## src/rtl/btn_conditioner_if.sv

```systemverilog
// rtl/btn_conditioner_if.sv - button pins in, press/repeat pulses and debounced levels out
interface btn_conditioner_if #(
  parameter int N_BTN = 5
);
  logic [N_BTN-1:0] btn_raw;
  logic [N_BTN-1:0] repeat_en;
  logic [N_BTN-1:0] button_bus;
  logic [N_BTN-1:0] btn_level;

  modport master (
    output btn_raw,
    output repeat_en,
    input  button_bus,
    input  btn_level
  );

  modport slave (
    input  btn_raw,
    input  repeat_en,
    output button_bus,
    output btn_level
  );
endinterface

```

## src/rtl/btn_conditioner.sv

```systemverilog
// rtl/btn_conditioner.sv - per-channel sync, debounce, press pulse and auto-repeat
// for the five clock-setting buttons.
module btn_conditioner #(
  parameter int N_BTN           = 5,
  parameter int DEBOUNCE_CYCLES = 1000000,
  parameter int REPEAT_DELAY    = 50000000,
  parameter int REPEAT_RATE     = 10000000
) (
  input logic              clk,
  input logic              rst_n,
  btn_conditioner_if.slave bus
);
  localparam int HOLD_MAX = (REPEAT_DELAY > REPEAT_RATE) ? REPEAT_DELAY : REPEAT_RATE;
  localparam int DBW      = $clog2(DEBOUNCE_CYCLES);
  localparam int HBW      = $clog2(HOLD_MAX);

  localparam logic [DBW-1:0] DB_LAST    = DBW'(DEBOUNCE_CYCLES - 1);
  localparam logic [HBW-1:0] DELAY_LAST = HBW'(REPEAT_DELAY - 1);
  localparam logic [HBW-1:0] RATE_LAST  = HBW'(REPEAT_RATE - 1);

  logic [N_BTN-1:0] s1_q, s2_q;
  logic [N_BTN-1:0] level_q, level_d;
  logic [N_BTN-1:0] pulse_q, pulse_d;
  // phase_q set once the first (delay) repeat has fired; later repeats use the rate
  logic [N_BTN-1:0] phase_q, phase_d;
  logic [DBW-1:0]   db_cnt_q   [N_BTN];
  logic [DBW-1:0]   db_cnt_d   [N_BTN];
  logic [HBW-1:0]   hold_cnt_q [N_BTN];
  logic [HBW-1:0]   hold_cnt_d [N_BTN];

  always_comb begin
    level_d    = level_q;
    pulse_d    = '0;
    phase_d    = phase_q;
    db_cnt_d   = db_cnt_q;
    hold_cnt_d = hold_cnt_q;
    for (int i = 0; i < N_BTN; i++) begin
      if (s2_q[i] == level_q[i]) begin
        db_cnt_d[i] = '0;
      end else if (db_cnt_q[i] == DB_LAST) begin
        level_d[i]  = s2_q[i];
        db_cnt_d[i] = '0;
      end else begin
        db_cnt_d[i] = db_cnt_q[i] + DBW'(1);
      end

      pulse_d[i] = ~level_q[i] & level_d[i];

      // Hold counting only while the level stays high across this edge, so the
      // press edge starts from zero and the release edge can never repeat.
      if (!(level_q[i] && level_d[i]) || !bus.repeat_en[i]) begin
        hold_cnt_d[i] = '0;
        phase_d[i]    = 1'b0;
      end else if (hold_cnt_q[i] == (phase_q[i] ? RATE_LAST : DELAY_LAST)) begin
        hold_cnt_d[i] = '0;
        phase_d[i]    = 1'b1;
        pulse_d[i]    = 1'b1;
      end else begin
        hold_cnt_d[i] = hold_cnt_q[i] + HBW'(1);
      end
    end
  end

  always_ff @(posedge clk or negedge rst_n) begin
    if (!rst_n) begin
      s1_q    <= '0;
      s2_q    <= '0;
      level_q <= '0;
      pulse_q <= '0;
      phase_q <= '0;
      for (int i = 0; i < N_BTN; i++) begin
        db_cnt_q[i]   <= '0;
        hold_cnt_q[i] <= '0;
      end
    end else begin
      s1_q       <= bus.btn_raw;
      s2_q       <= s1_q;
      level_q    <= level_d;
      pulse_q    <= pulse_d;
      phase_q    <= phase_d;
      db_cnt_q   <= db_cnt_d;
      hold_cnt_q <= hold_cnt_d;
    end
  end

  assign bus.button_bus = pulse_q;
  assign bus.btn_level  = level_q;
endmodule

```

## src/flat_wrapper.sv

```systemverilog
// flat-port wrapper written by rule: the top's interface ports become plain ports
module btn_conditioner_flat 
#(
  parameter int N_BTN           = 5,
  parameter int DEBOUNCE_CYCLES = 1000000,
  parameter int REPEAT_DELAY    = 50000000,
  parameter int REPEAT_RATE     = 10000000
)
  (clk, rst_n, bus_btn_raw, bus_repeat_en, bus_button_bus, bus_btn_level);
  btn_conditioner_if #(.N_BTN(N_BTN)) bus_i ();
  input logic clk;
  input logic rst_n;
  input wire logic [$bits(bus_i.btn_raw)-1:0] bus_btn_raw;
  input wire logic [$bits(bus_i.repeat_en)-1:0] bus_repeat_en;
  output wire logic [$bits(bus_i.button_bus)-1:0] bus_button_bus;
  output wire logic [$bits(bus_i.btn_level)-1:0] bus_btn_level;
  assign bus_i.btn_raw = bus_btn_raw;
  assign bus_i.repeat_en = bus_repeat_en;
  assign bus_button_bus = bus_i.button_bus;
  assign bus_btn_level = bus_i.btn_level;
  btn_conditioner #(.N_BTN(N_BTN), .DEBOUNCE_CYCLES(DEBOUNCE_CYCLES), .REPEAT_DELAY(REPEAT_DELAY), .REPEAT_RATE(REPEAT_RATE)) u_core (.clk(clk), .rst_n(rst_n), .bus(bus_i));
endmodule
```

## config.mk

```make
export PLATFORM = sky130hd
export DESIGN_NAME = btn_conditioner_flat
export DESIGN_NICKNAME = d
export VERILOG_FILES = /design/src/rtl/btn_conditioner_if.sv /design/src/rtl/btn_conditioner.sv /design/src/flat_wrapper.sv
export SDC_FILE = /design/constraint.sdc
export NUM_CORES = 1
export LEC_CHECK = 0
export CAP_MARGIN = 30
export CORE_MARGIN = 4
export CORE_UTILIZATION = 63
export CTS_CLUSTER_SIZE = 25
export DETAILED_ROUTE_END_ITERATION = 6
export PLACE_DENSITY = 0.8
export SLEW_MARGIN = 20
export SYNTH_ARGS = -nofsm -noshare
export SYNTH_HDL_FRONTEND = slang
export SYNTH_SLANG_ARGS = --single-unit
```

## constraint.sdc

```tcl
create_clock -name clk -period 3 [get_ports clk]
set_input_delay 0.45 -clock clk [delete_from_list [all_inputs] [get_ports clk]]
set_output_delay 0.45 -clock clk [all_outputs]
set_load 0.02 [all_outputs]
```

=== Word-level counts from Yosys, hierarchy flattened ===
Cells that the tools add are included.

* Order comparisons: 0
* Reductions and logical operators: 25
* $mul: 0
* Bitwise logic cells: 10
* Eq/ne operators: 15
* Div/mod/pow operators: 0
* Mux-type cells: 55
* Shifts and indexed selects: 0
* Add/subtract/negate cells: 10

{| class="wikitable"
|+ Operators with widths
! kind !! number
|-
| $mux W26 || 15
|-
| $mux W20 || 10
|-
| $add A26 B1 Y26 const B || 5
|-
| $eq A26 B26 Y1 || 5
|-
| $add A20 B1 Y20 const B || 5
|-
| $eq A20 B20 Y1 const B || 5
|-
| $mux W1 || 30
|-
| $logic_not A1 Y1 || 10
|-
| $reduce_bool A2 Y1 || 5
|-
| $and A1 B1 Y1 || 5
|-
| $eq A1 B1 Y1 || 5
|-
| $logic_and A1 B1 Y1 || 5
|-
| $logic_or A1 B1 Y1 || 5
|-
| $not A1 Y1 || 5
|}

* Bits in writable memories: 0
* Latch bits: 0
* Memories kept: 0
* Bits in registers: 255
* Input port bits: 12
* Memory bits (read-only): 0
* Logic and storage cells: 134
* Output and inout port bits: 10

=== Longest topological paths before layout ===
Gate-level depths: netlist of run 1.

* Depth after elaboration: 7
* Gate-level depth with buffers: 8
* Depth with buffers taken out: 6

=== Worst setup path before layout of run 1 ===
No wires, ideal clock.

* Kind: register -> register
* Start point: register u_core.db_cnt_q[0] in the netlist's numbering
* End point: register u_core.hold_cnt_q[10] in the netlist's numbering
* Cell stages (with the launch flop): 9
* Data arrival time: 2,066 ps
* Setup slack: 815 ps
* Data required time: 2,881 ps
* Library setup time: 119 ps
* Period minus slack after synthesis: 2,185 ps
* Path buffers: 2
* Cell sequence: dfrtp_1 ha_1 nand3_1 or4_1 o311ai_1 or2_1 buf_6 buf_8 nor2_1

{| class="wikitable"
|+ RTL lines
! element !! RTL line !! source
|-
| from (decl) || btn_conditioner.sv:26 || <nowiki>logic [DBW-1:0] db_cnt_q [N_BTN];</nowiki>
|-
| from (signal assigned) || btn_conditioner.sv:81 || <nowiki>db_cnt_q <= db_cnt_d;</nowiki>
|-
| to (signal assigned) || btn_conditioner.sv:82 || <nowiki>hold_cnt_q <= hold_cnt_d;</nowiki>
|-
| to (decl) || btn_conditioner.sv:28 || <nowiki>logic [HBW-1:0] hold_cnt_q [N_BTN];</nowiki>
|}

==> results_dict.tcl, run 1 <==
set metrics [dict create \
    vdd_ir_drop_max_mv 0.452 \
    timing.final.setup_violations 0 \
    area_grow_syn2layout_pct 12.4 \
    netSwitchingPower_mw 1.53 \
    chipHeight_um 147 \
    post-route-min-period_ns 2.50 \
    fill_cells 1372 \
    cts_root_buffer "sky130_fd_sc_hd__clkbuf_16" \
    slew_of_the_pin_with_the_lowest_slew_margin_ns 0.944 \
    core_mm2 0.0189 \
    grt_remaining_overflow 0 \
    timing.rr.end "u_core.hold_cnt_q[19]$_DFF_PN0_" \
    outcome "finished clean" \
    timing.max_cap.violations 0 \
    postSynthCellCount 1242 \
    arrival_ns 2.90 \
    avgSynthCellArea_um2 9.85 \
    tritoncts.num_buffers 27 \
    multiInputGateArea_mm2 0.00561 \
    floorplan.die_area_mm2 0.0217 \
    final_layout_size_suffix_gt1_share_pct 6.71 \
    final-seq-area_mm2 0.00638 \
    detailedPlacementHpwl_um 14700 \
    nNetsFinal 1298 \
    powerDensity_mw_per_mm2 531 \
    drt_first_pass_iters 5 \
    holdPathStages 0 \
    synth_top_cells_by_area "sky130_fd_sc_hd__dfrtp_1, sky130_fd_sc_hd__xor2_1, sky130_fd_sc_hd__nor2_1" \
    cts.repair.resized 0 \
    routed_wirelength_um 23100 \
    grt_pass1_vias 8855 \
    num_antenna_cells 0 \
    design.portCount 22 \
    setup.reg_to_reg.worst_slack_ns 0.50 \
    yosys.area_share.adder_pct 1.02 \
    detail-route-antenna-nets 0 \
    synth_mux_area_share_pct 0.460 \
    power.share.clock_pct 50.3 \
    yosys_most_used_dff "sky130_fd_sc_hd__dfrtp_1" \
    synth_most_common_cell "sky130_fd_sc_hd__nor2_1" \
    clkSinkCount 255 \
    timing.final.max_slew_violations 0 \
    fin_crit_sh_pct 83.4 \
    synth_async_sr_flop_share_pct 100 \
    synth.distinct_cells 45 \
    leakagePower_nw 5.58 \
    critPathRequiredTime_ns 3.40 \
    std_cell_rows 50 \
    yosysTopAreaCellShare_pct 52.2 \
    crit_path_end_kind "flop" \
    synthXorXnorAreaFrac_pct 14.7 \
    grt_setup_unrepaired "false" \
    synth_area_mm2 0.0122 \
    detailed_router_s_first_iteration_violation_count 468 \
    cts.reportedPaths.clkPinSlew_ns 0.06 \
    drc 0 \
    placement.io_buffers 21 \
    grt_start_max_net_pins 79 \
    synth_edf_count 0 \
    synth_seq_cells 255 \
    dr_total_vias 8860 \
    setup_total_neg_slack_ns 0 \
    gp_congestion 0.816 \
    power.share.combinational_pct 2.0 \
    max_slew_margin_pct 36.5 \
    seq_pwr_share_pct 47.7 \
    insertion_delay_ns 0.53 \
    ys_warn_count 0 \
    synth_common_cells "sky130_fd_sc_hd__nor2_1, sky130_fd_sc_hd__dfrtp_1, sky130_fd_sc_hd__xor2_1" \
    grt_antenna_before_repair 0 \
    dpl_worst_slack_ns 0.548 \
    min_to "u_core.s2_q[3]$_DFF_PN0_" \
    start_util_pct 64.7 \
    hold_viol_final 0 \
    wire_length_of_the_first_global_routing_pass_um 41100 \
    internal_power_mw 5.76 \
    min-delay-path-class "reg -> reg" \
    routed_wire_length_per_instance_um 14.8 \
    die_wd_um 147 \
    final.setup_skew_ns 0.0177 \
    setup_slack_ns 0.498 \
    synth_fp_nets 1264 \
    cts_max_path_buffers 3 \
    cts_hold_fix_bufs 1 \
    worst_r2r_path_depth 6 \
    min-delay-start "u_core.s1_q[3]$_DFF_PN0_" \
    crit_path_max_fanout 24 \
    main_combinational_cell_family_by_area_after_synthesis "simple AND/OR/NAND/NOR gates" \
    seq_area_frac_synth_pct 52.2 \
    max_freq_mhz 400 \
    global_route.usage.total_pct 22.0 \
    yosys.area_share.simple_pct 27.7 \
    synth_top_area_cell "sky130_fd_sc_hd__dfrtp_1" \
    sw_frac_of_total_pct 21.0 \
    reg2reg_from "u_core.hold_cnt_q[11]$_DFF_PN0_" \
    detail_route.vias_per_cell 5.69 \
    htree_levels 1 \
    cts_tree "yes" \
    cts_post_setup_buffers_inserted 0 \
    timing_worst_setup_path_type "reg -> reg" \
    crit_path_start_kind "flop" \
    complex_gate_fraction_of_the_synthesized_area_pct 2.05 \
]
registers in the layout, summed over array words and instances, names as in the netlist:
register               cells
u_core.hold_cnt_q        130
u_core.db_cnt_q          100
u_core.bus.btn_level       5
u_core.bus.button_bus      5
u_core.phase_q             5
u_core.s1_q                5
u_core.s2_q                5
placed cells by master (no fill, tap or decap), drive strengths merged, types with 2 or more instances in the layout:
master | synthesis | routed
nor2 | 259 | 259
dfrtp | 255 | 255
xor2 | 142 | 142
nand2 | 99 | 99
nand3 | 91 | 91
xnor2 | 63 | 63
nand4 | 58 | 58
clkbuf | 17 | 31
and4 | 27 | 27
nor3 | 27 | 27
and3 | 23 | 23
nor4 | 21 | 21
clkdlybuf4s50 | 0 | 20
inv | 16 | 19
buf | 16 | 17
nor4b | 14 | 14
or3 | 14 | 14
and2 | 12 | 12
o21ai | 12 | 12
or2 | 11 | 11
a21oi | 10 | 10
ha | 10 | 10
bufinv | 0 | 6
nor2b | 5 | 5
or4 | 5 | 5
nand4b | 5 | 5
mux2 | 5 | 5
a21boi | 5 | 5
clkinvlp | 0 | 5
o311ai | 5 | 5
clkinv | 0 | 5
a211oi | 3 | 3
nand3b | 2 | 2
and4b | 2 | 2
or4b | 2 | 2
metal layers:
layer  global-route usage, %  routed length [um]  up-vias
met5                       0                   0        -
met4                    5.45                 524        0
met3                    2.96                 859       49
met2                    37.1               11100      159
met1                    30.7               10500     4334
li1                        -                   -     4318
per-stage QoR:
stage          utilization [%]  cells  hold slack (ns)  area (um2)  total power, mW
6_report                  72.8   1557            0.351       13700             7.29
5_1_grt                   72.8   1557            0.357       13700             7.53
4_1_cts                   72.8   1557            0.342       13700             7.36
3_5_place_dp              67.4   1506            0.340       12700             3.69
3_3_place_gp              67.4   1506            0.333       12700             3.69
2_1_floorplan                -   1242            0.154       12200             3.59
worst max-delay path, cell delays in order, from the launching register on:
cell and delay, ns:
sky130_fd_sc_hd__dfrtp_1 0.42, sky130_fd_sc_hd__or4_1 0.58, sky130_fd_sc_hd__or4_1 0.59, sky130_fd_sc_hd__a211oi_2 0.28, sky130_fd_sc_hd__or2_1 0.15, sky130_fd_sc_hd__buf_4 0.26, sky130_fd_sc_hd__nor2_1 0.08
power by group through the flow:
stage	Combinational (mW)	Sequential [mW]	Clock (mW)
after floorplan	0.0448	3.54	0
after global routing	0.171	3.48	3.88
after CTS	0.152	3.48	3.73
after global placement	0.147	3.54	0
final	0.145	3.48	3.67
after detailed placement	0.149	3.55	0
area by class of cell:
type,count,share of cell area [%]
clock buffer,31,5.24
sequential,255,46.4
clock inverter,19,2.04
tap,260,2.37
inverter,16,0.437
multi-input combinational,938,40.8
timing repair buffer,38,2.69
kinds of logic (layout without fill, tap and decap cells):
family,after synthesis,after routing
AO/OA/AOI/OAI,37,37
flip-flops,255,255
XOR/XNOR,205,205
adder cells (fa/ha/maj),10,10
AND/OR/NAND/NOR,681,681
multiplexers,5,5
buffers and inverters,49,104
how the worst max path moves through the flow:
| stage | from | end | slack [ns] | cells past startpoint |
|---|---|---|---|---|
| final | u_core.hold_cnt_q[11]$_DFF_PN0_ | u_core.hold_cnt_q[19]$_DFF_PN0_ | 0.50 | 6 |
| after global routing | u_core.db_cnt_q[20]$_DFF_PN0_ | u_core.hold_cnt_q[47]$_DFF_PN0_ | 0.27 | 6 |
| after CTS | u_core.hold_cnt_q[11]$_DFF_PN0_ | u_core.hold_cnt_q[5]$_DFF_PN0_ | 0.51 | 6 |
| after detailed placement | u_core.db_cnt_q[0]$_DFF_PN0_ | u_core.hold_cnt_q[5]$_DFF_PN0_ | 0.55 | 7 |
| after global placement | u_core.hold_cnt_q[11]$_DFF_PN0_ | u_core.hold_cnt_q[7]$_DFF_PN0_ | 0.64 | 6 |
| after floorplan | u_core.db_cnt_q[0]$_DFF_PN0_ | u_core.hold_cnt_q[10]$_DFF_PN0_ | 0.82 | 8 |
Note: power is estimated with default switching activity, not from simulation.
==> run 2: changes to the inputs <==
==> constraint.sdc (replaced) <==
create_clock -name clk -period 2.6 [get_ports clk]
set_input_delay 0.39 -clock clk [delete_from_list [all_inputs] [get_ports clk]]
set_output_delay 0.39 -clock clk [all_outputs]
set_load 0.02 [all_outputs]
==> run 2 against run 1 <==
Net effect: die area unchanged; highest routed layer unchanged; critical path depth up 2; sequential power up 16%; hold slack got worse by 0.055 ns; critical endpoint is now u_core.hold_cnt_q[62]$_DFF_PN0_; first-iteration DRC count decreased by 8.8%; count of clock-buffer cells in the layout grew 5; register-to-register slack got worse by 0.24 ns; clock skew up 0.0080 ns; combinational power is 21% higher; global-route usage about the same; total power up 10%.
==> results_dict.tcl, run 2 (same netlist as run 1, synthesis figures left out) <==
set metrics [dict create \
    die_wd_um 147 \
    routed_wire_length_per_instance_um 14.8 \
    cts_root_buffer "sky130_fd_sc_hd__clkbuf_16" \
    clkSinkCount 255 \
    grt_pass1_vias 8829 \
    worstSetupStartpoint "u_core.db_cnt_q[40]$_DFF_PN0_" \
    cts_max_path_buffers 3 \
    std_cell_rows 50 \
    max_freq_mhz 427 \
    crit_path_end_kind "flop" \
    min-delay-start "bus_btn_raw[3]" \
    post-route-min-period_ns 2.34 \
    setup_total_neg_slack_ns 0 \
    detail_route.vias_per_cell 5.66 \
    hold_viol_final 0 \
    insertion_delay_ns 0.53 \
    worst_r2r_path_depth 8 \
    routed_wirelength_um 23200 \
    min-delay-path-class "in -> reg" \
    core_mm2 0.0189 \
    leakagePower_nw 5.62 \
    crit_path_start_kind "flop" \
    cts_post_setup_buffers_inserted 0 \
    outcome "finished clean" \
    timing.final.max_slew_violations 0 \
    wire_length_of_the_first_global_routing_pass_um 41100 \
    powerDensity_mw_per_mm2 583 \
    htree_levels 1 \
    area_grow_syn2layout_pct 12.6 \
    crit_path_max_fanout 24 \
    layout_commonest_cell "sky130_fd_sc_hd__nor2_1" \
    final_layout_size_suffix_gt1_share_pct 7.27 \
    reg_top3 "u_core.hold_cnt_q: 130 flops, u_core.db_cnt_q: 100 flops" \
    top_register "u_core.hold_cnt_q" \
    dr_total_vias 8863 \
    reg2reg_from "u_core.db_cnt_q[40]$_DFF_PN0_" \
    detail-route-antenna-nets 0 \
    cts.reportedPaths.clkPinSlew_ns 0.06 \
    fin_worst_hold_slack_ns 0.296 \
    placement.io_buffers 21 \
    highest_count_cells_in_the_layout_ignoring_fill_and_taps "sky130_fd_sc_hd__nor2_1, sky130_fd_sc_hd__dfrtp_1, sky130_fd_sc_hd__xor2_1" \
    num_antenna_cells 0 \
    grt_antenna_before_repair 0 \
    vdd_ir_drop_max_mv 0.617 \
    slew_of_the_pin_with_the_lowest_slew_margin_ns 0.801 \
    tritoncts.num_buffers 27 \
    max_slew_margin_pct 46.2 \
    chipHeight_um 147 \
    critPathRequiredTime_ns 3.00 \
    timing_worst_setup_path_type "reg -> reg" \
    fin_crit_sh_pct 90.0 \
    timing.max_cap.violations 0 \
    global_route.usage.total_pct 22.0 \
    detailed_router_s_first_iteration_violation_count 427 \
    grt_setup_unrepaired "false" \
    grt_remaining_overflow 0 \
    cts_tree "yes" \
    fill_cells 1355 \
    largest_reg_flops 130 \
    holdPathStages 1 \
    drt_first_pass_iters 7 \
    gp_congestion 0.828 \
    nNetsFinal 1309 \
    detailedPlacementHpwl_um 15200 \
    design.portCount 22 \
    final.setup_skew_ns 0.0257 \
    arrival_ns 2.74 \
    timing.final.setup_violations 0 \
    drc 0 \
    floorplan.die_area_mm2 0.0217 \
    start_util_pct 64.7 \
    grt_start_max_net_pins 79 \
]
[run 2: cell count changes in the layout (fill, tap and decap cells not counted), sizes merged]
cell      delta
clkbuf       +5
bufinv       -4
clkinv       +1
clkinvlp     -2
buf         +11
inv          -2
[run 2: metrics by stage]
stage                     util, %  instance area [um2]  total power [mW]  cells  worst slack, ns
after global routing         72.9                13800              8.32   1566           0.0498
after floorplan                 -                12200              4.14   1242            0.415
after detailed placement     68.1                12900              4.27   1517            0.270
after CTS                    72.9                13800              8.12   1566            0.248
after global placement       68.1                12900              4.26   1517            0.299
final                        72.9                13800              8.03   1566            0.260
[run 2: path summary, 6_finish.rpt]
kind,slack [ns],end
worst max register to register,0.26,u_core.hold_cnt_q[62]$_DFF_PN0_
worst min register to register,0.35,u_core.s2_q[3]$_DFF_PN0_
max in group asynchronous,1.41,u_core.hold_cnt_q[125]$_DFF_PN0_
worst max-delay path,0.26,u_core.hold_cnt_q[62]$_DFF_PN0_
worst min-delay path,0.30,u_core.s1_q[3]$_DFF_PN0_
min in group asynchronous,0.46,u_core.hold_cnt_q[38]$_DFF_PN0_
[run 2: routing by layer]
metal  wire length (um)  GRT usage [%]  up-vias
li1                   -              -     4333
met1              10700           31.0     4355
met2              11400           36.6      142
met3                704           3.15       33
met4                428           5.31        0
met5                  0              0        -
[run 2: final cells by class]
class                   count  area (um2)  share of cell area [%]
repair buffers             49         490                    3.56
flip-flops and latches    255        6380                    46.3
inverters                  16        60.1                   0.436
clock buffers              36         779                    5.66
well taps                 260         325                    2.36
clock inverters            12         121                   0.881
multi-input cells         938        5610                    40.8
[run 2: repair_timing]
| item | CTS | global route |
|---|---|---|
| endpoints found under the setup margin | 0 | 2 |
| hold buffers | 1 | 0 |
| gates resized for setup | 0 | 1 |
| hold endpoints to repair | 73 | 0 |
[run 2: worst max-delay path: stages (launching register included)]
cell	delay, ns
sky130_fd_sc_hd__dfrtp_1	0.40
sky130_fd_sc_hd__ha_1	0.24
sky130_fd_sc_hd__and4_1	0.30
sky130_fd_sc_hd__nand4_1	0.19
sky130_fd_sc_hd__o311ai_0	0.50
sky130_fd_sc_hd__buf_4	0.22
sky130_fd_sc_hd__or2_2	0.13
sky130_fd_sc_hd__buf_12	0.16
sky130_fd_sc_hd__nor2_1	0.07
[run 2: report_power, final]
group / switching [mW] / leakage [nW] / internal [mW]
sequential: 0.0246 / 3.53 / 4.00
combinational: 0.122 / 1.65 / 0.0528
clock: 1.54 / 0.442 / 2.30
==> run 3: changes to the inputs <==
--- a/config.mk
+++ b/config.mk
@@ -5,12 +5,13 @@
 export SDC_FILE = /design/constraint.sdc
 export NUM_CORES = 1
 export LEC_CHECK = 0
+export ABC_AREA = 1
 export CAP_MARGIN = 30
 export CORE_MARGIN = 4
-export CORE_UTILIZATION = 63
+export CORE_UTILIZATION = 64
 export CTS_CLUSTER_SIZE = 25
 export DETAILED_ROUTE_END_ITERATION = 6
-export PLACE_DENSITY = 0.8
+export PLACE_DENSITY = 0.81
 export SLEW_MARGIN = 20
 export SYNTH_ARGS = -nofsm -noshare
 export SYNTH_HDL_FRONTEND = slang
==> run 3 against run 2 <==
Net effect: critical path depth shrank 7; count of clock-buffer cells in the layout grew 1; fmax grew 13%; cell area grew 19%; clock skew shrank 0.0026 ns; clock power grew 4%; wire length grew 44%.
==> results_dict.tcl, run 3 <==
set metrics [dict create \
    final.setup_skew_ns 0.0231 \
    hold_viol_final 0 \
    dp.cells 2445 \
    synth_async_sr_flop_share_pct 100 \
    timing.final.max_slew_violations 0 \
    layout_commonest_cell "sky130_fd_sc_hd__nand2_1" \
    tritoncts.num_buffers 27 \
    drt_first_pass_iters 6 \
    cpMaxStageDelayCell "sky130_fd_sc_hd__clkdlybuf4s50_1" \
    wire_length_of_the_first_global_routing_pass_um 58400 \
    crit_path_max_fanout 5 \
    grt_setup_unrepaired "false" \
    num_antenna_cells 0 \
    placement.io_buffers 21 \
    synth_top_cells_by_area "sky130_fd_sc_hd__dfrtp_1, sky130_fd_sc_hd__nand2_1, sky130_fd_sc_hd__nor2_1" \
    final_design_area_no_fill_mm2 0.0164 \
    die_wd_um 161 \
    grt_antenna_before_repair 0 \
    critPathRequiredTime_ns 2.21 \
    complex_gate_fraction_of_the_synthesized_area_pct 1.98 \
    final_layout_size_suffix_gt1_share_pct 5.13 \
    avgSynthCellArea_um2 7.05 \
    slowest_delay_ns 0.72 \
    worstSetupEndpoint "bus_btn_level[0]" \
    reg2reg_from "u_core.phase_q[1]$_DFFE_PN0P_" \
    highest_count_cells_in_the_layout_ignoring_fill_and_taps "sky130_fd_sc_hd__nand2_1, sky130_fd_sc_hd__nor2_1, sky130_fd_sc_hd__dfrtp_1" \
    setup_total_neg_slack_ns 0 \
    synth_most_common_cell "sky130_fd_sc_hd__nand2_1" \
    p_total_mw 8.21 \
    synth_area_mm2 0.0149 \
    outcome "finished clean" \
    max_slew_margin_pct 65.6 \
    fin_worst_hold_slack_ns 0.285 \
    dpl_worst_slack_ns 0.757 \
    synth_edf_count 0 \
    timing.final.setup_violations 0 \
    timing.rr.end "u_core.hold_cnt_q[100]$_DFF_PN0_" \
    layout.core_utilization_pct 72.2 \
    worstSetupStartpoint "u_core.bus.btn_level[0]$_DFF_PN0_" \
    vdd_ir_drop_max_mv 0.592 \
    gp_congestion 0.946 \
    detail_route.vias_per_cell 5.35 \
    finalNonFillerCells 2496 \
    setup_slack_ns 0.520 \
    cts.repair.resized 0 \
    design.portCount 22 \
    synth_fp_nets 2142 \
    area_grow_syn2layout_pct 10.1 \
    fin_crit_sh_pct 80.0 \
    grt_pass1_vias 12800 \
    timing.max_cap.violations 0 \
    nNetsFinal 2184 \
    slew_of_the_pin_with_the_lowest_slew_margin_ns 0.517 \
    synth.distinct_cells 36 \
    start_util_pct 65.6 \
    core_mm2 0.0228 \
    synth_mux_area_share_pct 0 \
    worst-path-buf-inv 1 \
    synth_top_area_cell "sky130_fd_sc_hd__dfrtp_1" \
    seq_area_frac_synth_pct 42.7 \
    global_route.usage.total_pct 26.2 \
    timing.critical_path.cells "clkdlybuf4s50_1" \
    depth_of_the_critical_timing_path_with_buffers_and_inverters_included 1 \
    yosysTopAreaCellShare_pct 42.7 \
    detail-route-antenna-nets 0 \
    reg_top3 "u_core.hold_cnt_q: 130 flops, u_core.db_cnt_q: 100 flops" \
    cts_tree "yes" \
    insertion_delay_ns 0.55 \
    largest_delay_contributor_family_on_the_critical_path "buffers and inverters" \
    leakagePower_nw 6.87 \
    arrival_ns 1.69 \
    synth_common_cells "sky130_fd_sc_hd__nand2_1, sky130_fd_sc_hd__nor2_1, sky130_fd_sc_hd__dfrtp_1" \
    dr_total_vias 13400 \
    timing_worst_setup_path_type "reg -> out" \
    main_combinational_cell_family_by_area_after_synthesis "simple AND/OR/NAND/NOR gates" \
    htree_levels 1 \
    yosys.area_share.adder_pct 0.838 \
    cts_root_buffer "sky130_fd_sc_hd__clkbuf_16" \
    ys_warn_count 0 \
    synth_seq_cells 255 \
    top_register "u_core.hold_cnt_q" \
    largest_reg_flops 130 \
    post-route-min-period_ns 2.08 \
    postSynthCellCount 2120 \
    clkSinkCount 255 \
    detailedPlacementHpwl_um 24600 \
    routed_wirelength_um 33400 \
    std_cell_rows 55 \
    yosys.area_share.simple_pct 40.9 \
    cts_max_path_buffers 3 \
    cts.reportedPaths.clkPinSlew_ns 0.06 \
    yosys_most_used_dff "sky130_fd_sc_hd__dfrtp_1" \
    powerDensity_mw_per_mm2 499 \
    setup.reg_to_reg.worst_slack_ns 0.76 \
    crit_path_start_kind "flop" \
    drc 0 \
    grt_start_max_net_pins 69 \
    min-delay-path-class "in -> reg" \
    dpl-instance-area_mm2 0.0155 \
    crit_path_end_kind "output pin" \
    synthXorXnorAreaFrac_pct 6.68 \
    worst_r2r_path_depth 8 \
    floorplan.die_area_mm2 0.0259 \
    chipHeight_um 161 \
    detailed_router_s_first_iteration_violation_count 898 \
    routed_wire_length_per_instance_um 13.4 \
    max_freq_mhz 481 \
    grt_remaining_overflow 0 \
]
run 3: changes by cell type after synthesis, sizes merged, moves of 17 or more:
cell,previous run,this run
and3,23,1
and4,27,0
nor4,21,1
xor2,142,81
inv,16,239
nor3,27,48
clkbuf,17,0
nand3,91,159
nor2,259,553
xnor2,63,33
nand2,99,579
run 3: what timing repair did:
| item | CTS | global route |
|---|---|---|
| endpoints found under the setup margin | 0 | 0 |
| buffers inserted | 0 | 0 |
| hold buffers | 1 | 0 |
| endpoints found under the hold margin | 60 | 0 |
run 3: worst min path at each step:
stage                                        endpoint  cells past startpoint                startpoint
finish                       u_core.s1_q[1]$_DFF_PN0_                      1            bus_btn_raw[1]
global route                 u_core.s1_q[1]$_DFF_PN0_                      1            bus_btn_raw[1]
CTS                          u_core.s1_q[1]$_DFF_PN0_                      1            bus_btn_raw[1]
detailed placement           u_core.s2_q[0]$_DFF_PN0_                      0  u_core.s1_q[0]$_DFF_PN0_
global placement             u_core.s2_q[0]$_DFF_PN0_                      0  u_core.s1_q[0]$_DFF_PN0_
floorplan           u_core.bus.btn_level[0]$_DFF_PN0_                      0                     rst_n
run 3: cell type report:
type                       count  area (um2)
tap                          313         392
inverter                     242         908
sequential                   255        6380
multi-input combinational   1607        7530
clock buffer                  37         773
clock inverter                13         158
timing repair buffer          29         303
fill                        1788        6340
run 3: layer usage:
layer  up-vias  global-route usage (%)  wire length [um]
li1       6706                       -                 -
met1      6173                    36.3             15100
met2       413                    44.1             15600
met3        67                    3.57              1960
met4         0                    6.59               700
met5         -                       0                 0
run 3: cell families after synthesis:
| family | count (synthesis) |
|---|---|
| simple gates | 1428 |
| buf+inv | 258 |
| flops | 255 |
| xor+xnor | 114 |
| compound gates | 55 |
| fa+ha+maj | 10 |
run 3: power by group:
part	leakage [nW]	internal, mW	switching, mW
logic	2.88	0.0551	0.144
registers	3.53	4.00	0.0220
clock network	0.464	2.39	1.60
total	6.87	6.44	1.77
